<file path="src/rtl/prog_load_seq_if.sv">
`default_nettype none
// ============================================================================
// Module   : prog_load_seq_if
// Purpose  : Instruction-word load channel (valid/ready) from host link to
//            the program-load sequencer.
// Revision : 1.0 - initial release
// ============================================================================
interface prog_load_seq_if #(
    parameter int XLEN = 32
);
    logic            load_valid;
    logic [XLEN-1:0] load_data;
    logic            load_last;
    logic            load_ready;

    modport master (
        output load_valid,
        output load_data,
        output load_last,
        input  load_ready
    );

    modport slave (
        input  load_valid,
        input  load_data,
        input  load_last,
        output load_ready
    );
endinterface
`default_nettype wire

</file>
<file path="src/rtl/prog_load_seq.sv">
`default_nettype none
// ============================================================================
// Module   : prog_load_seq
// Purpose  : Streams a program into instruction memory with the core held in
//            reset, then runs the core for a programmable cycle budget.
//            Define NOP_FILL_EN to pad unwritten memory with NOPs after load.
// Revision : 1.0 - initial release
// ============================================================================
module prog_load_seq #(
    parameter int XLEN     = 32,
    parameter int DEPTH    = 64,
    parameter int AW       = $clog2(DEPTH),
    parameter int RST_HOLD = 2,
    parameter int CW       = 16
) (
    input  logic            clk,
    input  logic            reset,
    input  logic            start,
    input  logic [CW-1:0]   run_cycles,
    input  logic            abort,
    prog_load_seq_if.slave  ld,
    output logic            imem_we,
    output logic [AW-1:0]   imem_addr,
    output logic [XLEN-1:0] imem_wdata,
    output logic            core_reset,
    output logic            busy,
    output logic            done,
    output logic            trunc,
    output logic [CW-1:0]   cycle_cnt
);

    localparam int      c_HW        = $clog2(RST_HOLD + 1);
    localparam [AW-1:0] c_LAST_ADDR = AW'(DEPTH - 1);
`ifdef NOP_FILL_EN
    localparam [XLEN-1:0] c_NOP = XLEN'(32'h0000_0013);
`endif

    typedef enum logic [2:0] {
        S_IDLE = 3'd0,
        S_LOAD = 3'd1,
        S_FILL = 3'd2,
        S_HOLD = 3'd3,
        S_RUN  = 3'd4,
        S_DONE = 3'd5
    } state_t;

    state_t            r_state;
    logic [AW-1:0]     r_ptr;
    logic [CW-1:0]     r_budget;
    logic [c_HW-1:0]   r_hold_cnt;
    logic              r_we;
    logic [AW-1:0]     r_addr;
    logic [XLEN-1:0]   r_wdata;
    logic              r_core_reset;
    logic              r_busy;
    logic              r_done;
    logic              r_trunc;
    logic [CW-1:0]     r_cycle_cnt;
    logic [CW-1:0]     w_cnt_inc;
    logic              w_budget_hit;

    assign ld.load_ready = (r_state == S_LOAD);

    assign w_cnt_inc    = (&r_cycle_cnt) ? r_cycle_cnt : r_cycle_cnt + CW'(1);
    assign w_budget_hit = (r_budget != '0) && (w_cnt_inc == r_budget);

    always_ff @(posedge clk or negedge reset) begin
        if (!reset) begin
            r_state      <= S_IDLE;
            r_ptr        <= '0;
            r_budget     <= '0;
            r_hold_cnt   <= '0;
            r_we         <= 1'b0;
            r_addr       <= '0;
            r_wdata      <= '0;
            r_core_reset <= 1'b1;
            r_busy       <= 1'b0;
            r_done       <= 1'b0;
            r_trunc      <= 1'b0;
            r_cycle_cnt  <= '0;
        end else begin
            r_we <= 1'b0;
            case (r_state)
                S_IDLE, S_DONE: begin
                    if (start) begin
                        r_budget    <= run_cycles;
                        r_trunc     <= 1'b0;
                        r_cycle_cnt <= '0;
                        r_ptr       <= '0;
                        r_busy      <= 1'b1;
                        r_done      <= 1'b0;
                        r_state     <= S_LOAD;
                    end
                end
                S_LOAD: begin
                    // load_ready is high throughout LOAD, so valid alone is the handshake
                    if (ld.load_valid) begin
                        r_we    <= 1'b1;
                        r_addr  <= r_ptr;
                        r_wdata <= ld.load_data;
                        r_ptr   <= r_ptr + AW'(1);
                        if (r_ptr == c_LAST_ADDR) begin
                            r_trunc    <= !ld.load_last;
                            r_hold_cnt <= '0;
                            r_state    <= S_HOLD;
                        end else if (ld.load_last) begin
`ifdef NOP_FILL_EN
                            r_state    <= S_FILL;
`else
                            r_hold_cnt <= '0;
                            r_state    <= S_HOLD;
`endif
                        end
                    end
                end
`ifdef NOP_FILL_EN
                S_FILL: begin
                    r_we    <= 1'b1;
                    r_addr  <= r_ptr;
                    r_wdata <= c_NOP;
                    r_ptr   <= r_ptr + AW'(1);
                    if (r_ptr == c_LAST_ADDR) begin
                        r_hold_cnt <= '0;
                        r_state    <= S_HOLD;
                    end
                end
`endif
                S_HOLD: begin
                    // First HOLD cycle carries the final write; RST_HOLD more follow it
                    if (r_hold_cnt == c_HW'(RST_HOLD)) begin
                        r_core_reset <= 1'b0;
                        r_state      <= S_RUN;
                    end else begin
                        r_hold_cnt <= r_hold_cnt + c_HW'(1);
                    end
                end
                S_RUN: begin
                    r_cycle_cnt <= w_cnt_inc;
                    if (abort || w_budget_hit) begin
                        r_core_reset <= 1'b1;
                        r_busy       <= 1'b0;
                        r_done       <= 1'b1;
                        r_state      <= S_DONE;
                    end
                end
                default: begin
                    r_state <= S_IDLE;
                end
            endcase
        end
    end

    assign imem_we    = r_we;
    assign imem_addr  = r_addr;
    assign imem_wdata = r_wdata;
    assign core_reset = r_core_reset;
    assign busy       = r_busy;
    assign done       = r_done;
    assign trunc      = r_trunc;
    assign cycle_cnt  = r_cycle_cnt;

endmodule
`default_nettype wire

</file>
<file path="src/flat_wrapper.sv">
// flat-port wrapper written by rule: the top's interface ports become plain ports
module prog_load_seq_flat 
#(
    parameter int XLEN     = 32,
    parameter int DEPTH    = 64,
    parameter int AW       = $clog2(DEPTH),
    parameter int RST_HOLD = 2,
    parameter int CW       = 16
)
  (clk, reset, start, run_cycles, abort, imem_we, imem_addr, imem_wdata, core_reset, busy, done, trunc, cycle_cnt, ld_load_valid, ld_load_data, ld_load_last, ld_load_ready);
  prog_load_seq_if #(.XLEN(XLEN)) ld_i ();
  input  logic clk;
  input  logic reset;
  input  logic start;
  input  logic [CW-1:0] run_cycles;
  input  logic abort;
  output logic imem_we;
  output logic [AW-1:0] imem_addr;
  output logic [XLEN-1:0] imem_wdata;
  output logic core_reset;
  output logic busy;
  output logic done;
  output logic trunc;
  output logic [CW-1:0] cycle_cnt;
  input wire logic [$bits(ld_i.load_valid)-1:0] ld_load_valid;
  input wire logic [$bits(ld_i.load_data)-1:0] ld_load_data;
  input wire logic [$bits(ld_i.load_last)-1:0] ld_load_last;
  output wire logic [$bits(ld_i.load_ready)-1:0] ld_load_ready;
  assign ld_i.load_valid = ld_load_valid;
  assign ld_i.load_data = ld_load_data;
  assign ld_i.load_last = ld_load_last;
  assign ld_load_ready = ld_i.load_ready;
  prog_load_seq #(.XLEN(XLEN), .DEPTH(DEPTH), .AW(AW), .RST_HOLD(RST_HOLD), .CW(CW)) u_core (.clk(clk), .reset(reset), .start(start), .run_cycles(run_cycles), .abort(abort), .ld(ld_i), .imem_we(imem_we), .imem_addr(imem_addr), .imem_wdata(imem_wdata), .core_reset(core_reset), .busy(busy), .done(done), .trunc(trunc), .cycle_cnt(cycle_cnt));
endmodule
</file>
<file path="config.mk">
export PLATFORM = sky130hd
export DESIGN_NAME = prog_load_seq_flat
export DESIGN_NICKNAME = d
export VERILOG_FILES = /design/src/rtl/prog_load_seq_if.sv /design/src/rtl/prog_load_seq.sv /design/src/flat_wrapper.sv
export SDC_FILE = /design/constraint.sdc
export NUM_CORES = 1
export LEC_CHECK = 0
export ABC_AREA = 1
export BUFFER_PORTS_ARGS = -buffer_cell sky130_fd_sc_hd__buf_2
export CAP_MARGIN = 25
export CORE_MARGIN = 4
export CORE_UTILIZATION = 45
export CTS_CLUSTER_DIAMETER = 120
export CTS_CLUSTER_SIZE = 30
export DETAILED_ROUTE_END_ITERATION = 10
export HOLD_SLACK_MARGIN = 0.03
export PLACE_DENSITY = 0.73
export SLEW_MARGIN = 10
export SYNTH_ARGS = -nofsm -noshare
export SYNTH_HDL_FRONTEND = slang
export SYNTH_SLANG_ARGS = --single-unit
</file>
<file path="constraint.sdc">
create_clock -name clk -period 2 [get_ports clk]
set_input_delay 0.4 -clock clk [delete_from_list [all_inputs] [get_ports clk]]
set_output_delay 0.4 -clock clk [all_outputs]
set_load 0.005 [all_outputs]
</file>
### Word-level counts from Yosys, hierarchy flattened

Index checks and enable logic that the tools add are counted.

* multiplexer cells: 31
* reduce and logical (&&, ||, !) cells: 20
* $add $sub $neg: 3
* equal/unequal tests: 14

Operators by type and width (count)
* 16-bit 2-to-1 mux: 2
* 16-bit one-hot mux with 2 select lines: 1
* 3-bit 2-to-1 mux: 6
* 16-bit by 1-bit adder with 16-bit output (second input constant): 1
* 16-bit == test: 1
* 16-bit AND reduction: 1
* 16-bit nonzero test: 1
* 6-bit 2-to-1 mux: 2
* 3-bit one-hot mux with 4 select lines: 1
* 6-bit one-hot mux with 2 select lines: 1
* 1-bit 2-to-1 mux: 9
* 3-bit AND reduction: 3
* 2-bit 2-to-1 mux: 4
* 1-bit one-hot mux with 2 select lines: 4
* 4-bit AND reduction: 2
* 2-bit nonzero test: 4
* 6-bit by 1-bit adder with 6-bit output (second input constant): 1
* 3-bit == test (second input constant): 2
* 6-bit == test (second input constant): 1
* 2-bit by 1-bit inequality test with 1-bit output (second input constant): 3
* 2-bit inequality test (second input constant): 3
* 2-bit AND reduction: 3
* 5-bit AND reduction: 1
* 2-bit one-hot mux with 2 select lines: 1
* 10 further kinds: 10

* register bits after elaboration: 86
* output and inout port bits: 60
* input bits: 54

### Longest topological paths before layout

* depth in word-level cells: 7
* depth in mapped cells: 17
* gate-level depth less buffers: 17

### Worst setup path after synthesis

OpenSTA, ideal clock, no wires.

* path type: register to register
* from: reg u_core.r_cycle_cnt[0] (netlist: u_core.cycle_cnt[0])
* to: reg u_core.r_busy (netlist: u_core.busy)
* setup time: 121 ps
* clock period less this slack: 2006 ps
* path slack: -6 ps
* data arrival time: 1885 ps
* cell stages (with the launch flop): 15
* cells stage by stage: dfrtp_1 -> ha_1 -> nand3_1 -> nor2_2 -> nand2_2 -> buf_6 -> nand2_1 -> xnor2_1 -> nand3_1 -> nor2_1 -> nand3_1 -> nand2_2 -> nand2_1 -> nand2_1 -> nand2_1

* cells in the longest elaborated chain, start to end: 7

RTL lines
* start: declaration: RTL line prog_load_seq.sv:58 `logic [CW-1:0] r_cycle_cnt;`
* start signal: assignment: RTL line prog_load_seq.sv:138 `r_cycle_cnt <= w_cnt_inc;`
* 16-bit by 1-bit adder with 16-bit output or 16-bit AND reduction (tied branches): RTL line prog_load_seq.sv:64 `assign w_cnt_inc = (&r_cycle_cnt) ? r_cycle_cnt : r_cycle_cnt + CW'(1);`
* 16-bit 2-to-1 mux (*): RTL line prog_load_seq.sv:64
* 16-bit == test (*): RTL line prog_load_seq.sv:65 `assign w_budget_hit = (r_budget != '0) && (w_cnt_inc == r_budget);`
* 1-bit logical AND (*): RTL line prog_load_seq.sv:65
* 1-bit logical OR (*): RTL line prog_load_seq.sv:139 `if (abort || w_budget_hit) begin`
* 2-bit by 1-bit inequality test with 1-bit output (no line) (*)
* 3-bit AND reduction (no line) (*)
* end signal: assignment: RTL line prog_load_seq.sv:77 `r_busy <= 1'b0;`
* end signal: assignment: RTL line prog_load_seq.sv:90 `r_busy <= 1'b1;`
* end signal: assignment: RTL line prog_load_seq.sv:141 `r_busy <= 1'b0;`
* end: declaration: RTL line prog_load_seq.sv:55 `logic r_busy;`

Every way passes the cells marked *; elsewhere a longest branch is shown, timed or not.
A chain may end at the register's enable or synchronous reset.

### Final worst setup path

* from: reg u_core.r_cycle_cnt[3] (netlist: u_core.cycle_cnt[3])
* to: reg u_core.r_state[2]

* cells in the longest elaborated chain, start to end: 7

RTL lines
* 16-bit by 1-bit adder with 16-bit output or 16-bit AND reduction (tied branches): RTL line prog_load_seq.sv:64
* 16-bit 2-to-1 mux (*): RTL line prog_load_seq.sv:64
* 16-bit == test (*): RTL line prog_load_seq.sv:65
* 1-bit logical AND (*): RTL line prog_load_seq.sv:65
* 1-bit logical OR (*): RTL line prog_load_seq.sv:139
* 2-bit by 1-bit inequality test with 1-bit output (no line) (*)
* 5-bit AND reduction (no line) (*)
* end signal: assignment: RTL line prog_load_seq.sv:69 `r_state <= S_IDLE;`
* end signal: assignment: RTL line prog_load_seq.sv:143 `r_state <= S_DONE;`
* end signal: assignment: RTL line prog_load_seq.sv:147 `r_state <= S_IDLE;`
* end: declaration: RTL line prog_load_seq.sv:47 `state_t r_state;`

Marks and branches as above.

==> run_summary.xml <==
<?xml version="1.0" encoding="UTF-8"?>
<metrics>
  <group name="placed_design">
    <metric name="globalplace.congestion" unit="">0.963</metric>
    <metric name="numPortBuffers" unit="">113</metric>
    <metric name="placedInstanceArea" unit="mm²">0.00520</metric>
    <metric name="place_hpwl" unit="µm">8780</metric>
  </group>
  <group name="die">
    <metric name="initial_utilization" unit="">0.459</metric>
    <metric name="fp.dieW" unit="µm">105</metric>
    <metric name="placeableCoreArea" unit="mm²">0.00920</metric>
    <metric name="design.die.area" unit="mm²">0.0110</metric>
    <metric name="die-height" unit="µm">105</metric>
    <metric name="io_pins" unit="">114</metric>
    <metric name="core.rowCount" unit="">35</metric>
  </group>
  <group name="timing">
    <metric name="maxClockFrequency" unit="MHz">469</metric>
    <metric name="report.final.setup_viol" unit="">5</metric>
    <metric name="finalHoldViolations" unit="">0</metric>
    <metric name="setup_skew" unit="ps">14.7</metric>
    <metric name="slew_at_the_pin_closest_to_its_max_slew_limit" unit="ps">639</metric>
    <metric name="grt_setup_unrepaired" unit="">yes</metric>
    <metric name="relSlewSlack" unit="">0.573</metric>
    <metric name="report.final.slew_viol_count" unit="">0</metric>
    <metric name="layout_setup_ws" unit="ps">-134</metric>
    <metric name="period_needed" unit="ps">2130</metric>
    <metric name="final_min_period_over_clock_period" unit="">1.07</metric>
  </group>
  <group name="cells_and_area">
    <metric name="design.final.nets" unit="">777</metric>
    <metric name="layout-drive-gt1-share" unit="">0.352</metric>
    <metric name="insertedDiodeCount" unit="">0</metric>
    <metric name="layout.cells.most_common" unit="">nand2_1</metric>
    <metric name="syn2layout_area_growth" unit="%">36.7</metric>
    <metric name="final_area" unit="mm²">0.00577</metric>
    <metric name="mostFrequentLayoutCells" unit="">nand2_1, buf_2, dfrtp_1</metric>
    <metric name="layout.filler_cells" unit="">824</metric>
    <metric name="sequential_cell_area" unit="mm²">0.00216</metric>
    <metric name="multi_input_area" unit="mm²">0.00203</metric>
  </group>
  <group name="detailed_routing">
    <metric name="route.final.wire_length" unit="µm">12200</metric>
    <metric name="dr.pass1.iters" unit="">4</metric>
    <metric name="m1_wire_length" unit="µm">5240</metric>
    <metric name="initialDrtViolationCount" unit="">289</metric>
    <metric name="ant_nets" unit="">0</metric>
    <metric name="top_metal_layer_carrying_routed_signals" unit="">met4</metric>
    <metric name="drt-wirelength-per-cell" unit="µm">14.5</metric>
    <metric name="route.met3.wl" unit="µm">905</metric>
    <metric name="via_per_inst" unit="">5.03</metric>
    <metric name="met2_length" unit="µm">5760</metric>
    <metric name="via_count" unit="">4203</metric>
    <metric name="remaining_drc_errors" unit="">0</metric>
  </group>
  <group name="critical_path">
    <metric name="setup.worst_path.start_class" unit="">flip-flop</metric>
    <metric name="cp_data_arrival_time" unit="ps">2390</metric>
    <metric name="critPathMaxFanout" unit="">5</metric>
    <metric name="timing.reg2reg.setup_slack" unit="ps">-130</metric>
    <metric name="timing.critical_path.required" unit="ps">2250</metric>
    <metric name="timing_worst_setup_path_type" unit="">reg2reg</metric>
    <metric name="setup.worst_path.end_class" unit="">flip-flop</metric>
  </group>
  <group name="clock_tree">
    <metric name="later_pin_clock_latency_in_the_skew_report" unit="ps">360</metric>
    <metric name="cts_sinks" unit="">86</metric>
    <metric name="buffer_type_at_the_clock_tree_root" unit="">clkbuf_8</metric>
    <metric name="clock_path_buffers" unit="">2</metric>
    <metric name="tritoncts_clock_tree" unit="">built</metric>
    <metric name="worst_setup_hold_path_clk_slew" unit="ps">100</metric>
    <metric name="cts_max_level" unit="">3</metric>
    <metric name="number_of_buffers_created_by_cts" unit="">9</metric>
  </group>
  <group name="pwr">
    <metric name="cellLeakagePower" unit="nW">3.14</metric>
    <metric name="report.power.total" unit="mW">7.00</metric>
    <metric name="vdd_drop_max" unit="V">0.000627</metric>
    <metric name="switchingPower" unit="mW">2.93</metric>
    <metric name="intPower" unit="mW">4.07</metric>
    <metric name="seqPwrFrac" unit="">0.395</metric>
    <metric name="combPwrFrac" unit="">0.439</metric>
    <metric name="clockPowerShare" unit="">0.166</metric>
    <metric name="power_density" unit="mW/mm²">1210</metric>
    <metric name="power.switching_fraction" unit="">0.418</metric>
  </group>
  <group name="min_path">
    <metric name="hold_path_class" unit="">in2reg</metric>
  </group>
  <group name="logic_synthesis">
    <metric name="post_synthesis_instance_area" unit="mm²">0.00422</metric>
    <metric name="synth_top_flop_cell" unit="">dfrtp_1</metric>
    <metric name="syn-mean-instance-area" unit="µm²">7.63</metric>
    <metric name="yosys.cell_types.count" unit="">36</metric>
    <metric name="asyncSetResetFlopFracSynth" unit="">1.00</metric>
    <metric name="synth_edf_count" unit="">0</metric>
    <metric name="share_of_synthesized_area_occupied_by_flip_flops_and_latches" unit="">0.510</metric>
    <metric name="yosys_warnings" unit="">0</metric>
    <metric name="post_syn_nets" unit="">610</metric>
    <metric name="syn-instance-count" unit="">553</metric>
    <metric name="yosys_register_bits" unit="">86</metric>
  </group>
  <group name="outcome">
    <metric name="run_status" unit="">finished, violations left</metric>
    <metric name="violations" unit="">negative setup slack</metric>
  </group>
  <group name="global_route">
    <metric name="grt.total_usage" unit="">0.226</metric>
    <metric name="grt_pass1_vias" unit="">4210</metric>
    <metric name="overflow" unit="">0</metric>
    <metric name="antenna_found_initial" unit="">0</metric>
    <metric name="grt_start_max_net_pins" unit="">57</metric>
    <metric name="grt_first_pass_wirelength" unit="µm">20100</metric>
  </group>
  <group name="flow_run">
    <metric name="maxCapViolations" unit="">0</metric>
  </group>
</metrics>
-- flip-flops by register name, indices dropped and copies added (netlist names) --
register,count
u_core.imem_wdata,32
u_core.r_budget,16
u_core.imem_addr,6
u_core.trunc,1
u_core.r_hold_cnt,2
u_core.r_ptr,6
u_core.cycle_cnt,16
u_core.busy,1
u_core.imem_we,1
u_core.done,1
u_core.core_reset,1
u_core.r_state,3
-- power groups by stage --
| stage | logic, mW | clock network (mW) | registers (mW) |
|---|---|---|---|
| floorplan | 1.77 | 0 | 2.75 |
| global placement | 2.84 | 0 | 2.76 |
| detailed placement | 2.93 | 0 | 2.75 |
| CTS | 2.95 | 1.17 | 2.75 |
| global route | 3.52 | 1.26 | 2.85 |
| finish | 3.07 | 1.16 | 2.77 |
-- cells in the mapped netlist, types with 4 or more instances --
master / instances / area, µm²
nand2_1: 240 / 901
dfrtp_1: 85 / 2130
inv_1: 52 / 195
nor2_1: 34 / 128
o21ai_0: 34 / 170
nand3_1: 32 / 160
nor3_1: 11 / 55.1
clkbuf_1: 7 / 26.3
nor2_2: 6 / 37.5
xor2_1: 6 / 52.6
nand4_1: 5 / 31.3
a21oi_1: 4 / 20.0
buf_2: 4 / 20.0
-- metal layers --
| layer | vias to the layer above | track usage |
|---|---|---|
| met5 | - | 0 |
| met4 | 0 | 0.0750 |
| met3 | 20 | 0.0581 |
| met2 | 163 | 0.370 |
| met1 | 1965 | 0.292 |
| li1 | 2055 | - |
-- kinds of logic after synthesis --
| family | Yosys count | synth area share |
|---|---|---|
| flip-flops | 86 | 0.510 |
| XOR/XNOR | 8 | 0.0166 |
| AO/OA/AOI/OAI | 49 | 0.0658 |
| multiplexers | 1 | 0.00356 |
| adder cells (fa/ha/maj) | 3 | 0.00889 |
| AND/OR/NAND/NOR | 336 | 0.328 |
| buffers and inverters | 70 | 0.0676 |
-- worst max-delay path, stage by stage, from the launching register on --
cell,delay [ps]
dfrtp_2,480
nand2_2,130
nor2_2,160
nand2_2,110
o21ai_2,190
nand3_1,150
nand2_1,110
nand4_1,100
nor2_2,150
nand3_2,130
nand2_4,120
nand2_2,60
nand2_2,60
nand2_1,50
-- stage by stage --
stage / setup slack, ps / utilization / hold slack [ps] / setup TNS, ps / std cells
floorplan: 15.7 / - / 104 / 0 / 553
global placement: -119 / 0.566 / 359 / -462 / 804
detailed placement: -184 / 0.566 / 364 / -800 / 804
CTS: -93.2 / 0.606 / 225 / -408 / 830
global route: -309 / 0.627 / 221 / -1500 / 836
finish: -134 / 0.627 / 236 / -601 / 836
-- final timing paths --
| path | startpoint | end | cells past startpoint |
|---|---|---|---|
| min in group asynchronous | reset | u_core.cycle_cnt[14] | 2 |
| worst max-delay path | u_core.cycle_cnt[3] | u_core.r_state[2] | 13 |
| worst max register to register | u_core.cycle_cnt[3] | u_core.r_state[2] | 13 |
| max in group asynchronous | reset | u_core.core_reset | 3 |
| worst min-delay path | ld_load_data[8] | u_core.imem_wdata[8] | 3 |
| worst min register to register | u_core.imem_wdata[8] | u_core.imem_wdata[8] | 2 |
-- cell type report --
type,count,area share
repair buffers,170,0.184
flip-flops and latches,86,0.374
inverters,56,0.0364
well taps,111,0.0241
clock inverters,5,0.00759
multi-input cells,397,0.351
clock buffers,11,0.0228
-- timing repair --
action                                  4_1_cts  5_1_grt
setup buffers                                 8        6
gates cloned                                  1        0
hold buffers                                  1        0
pin swaps                                     9       23
endpoints found under the hold margin        30        0
endpoints found under the setup margin        5        9
resized for setup                            28       39
(Power assumes the default switching activity.)
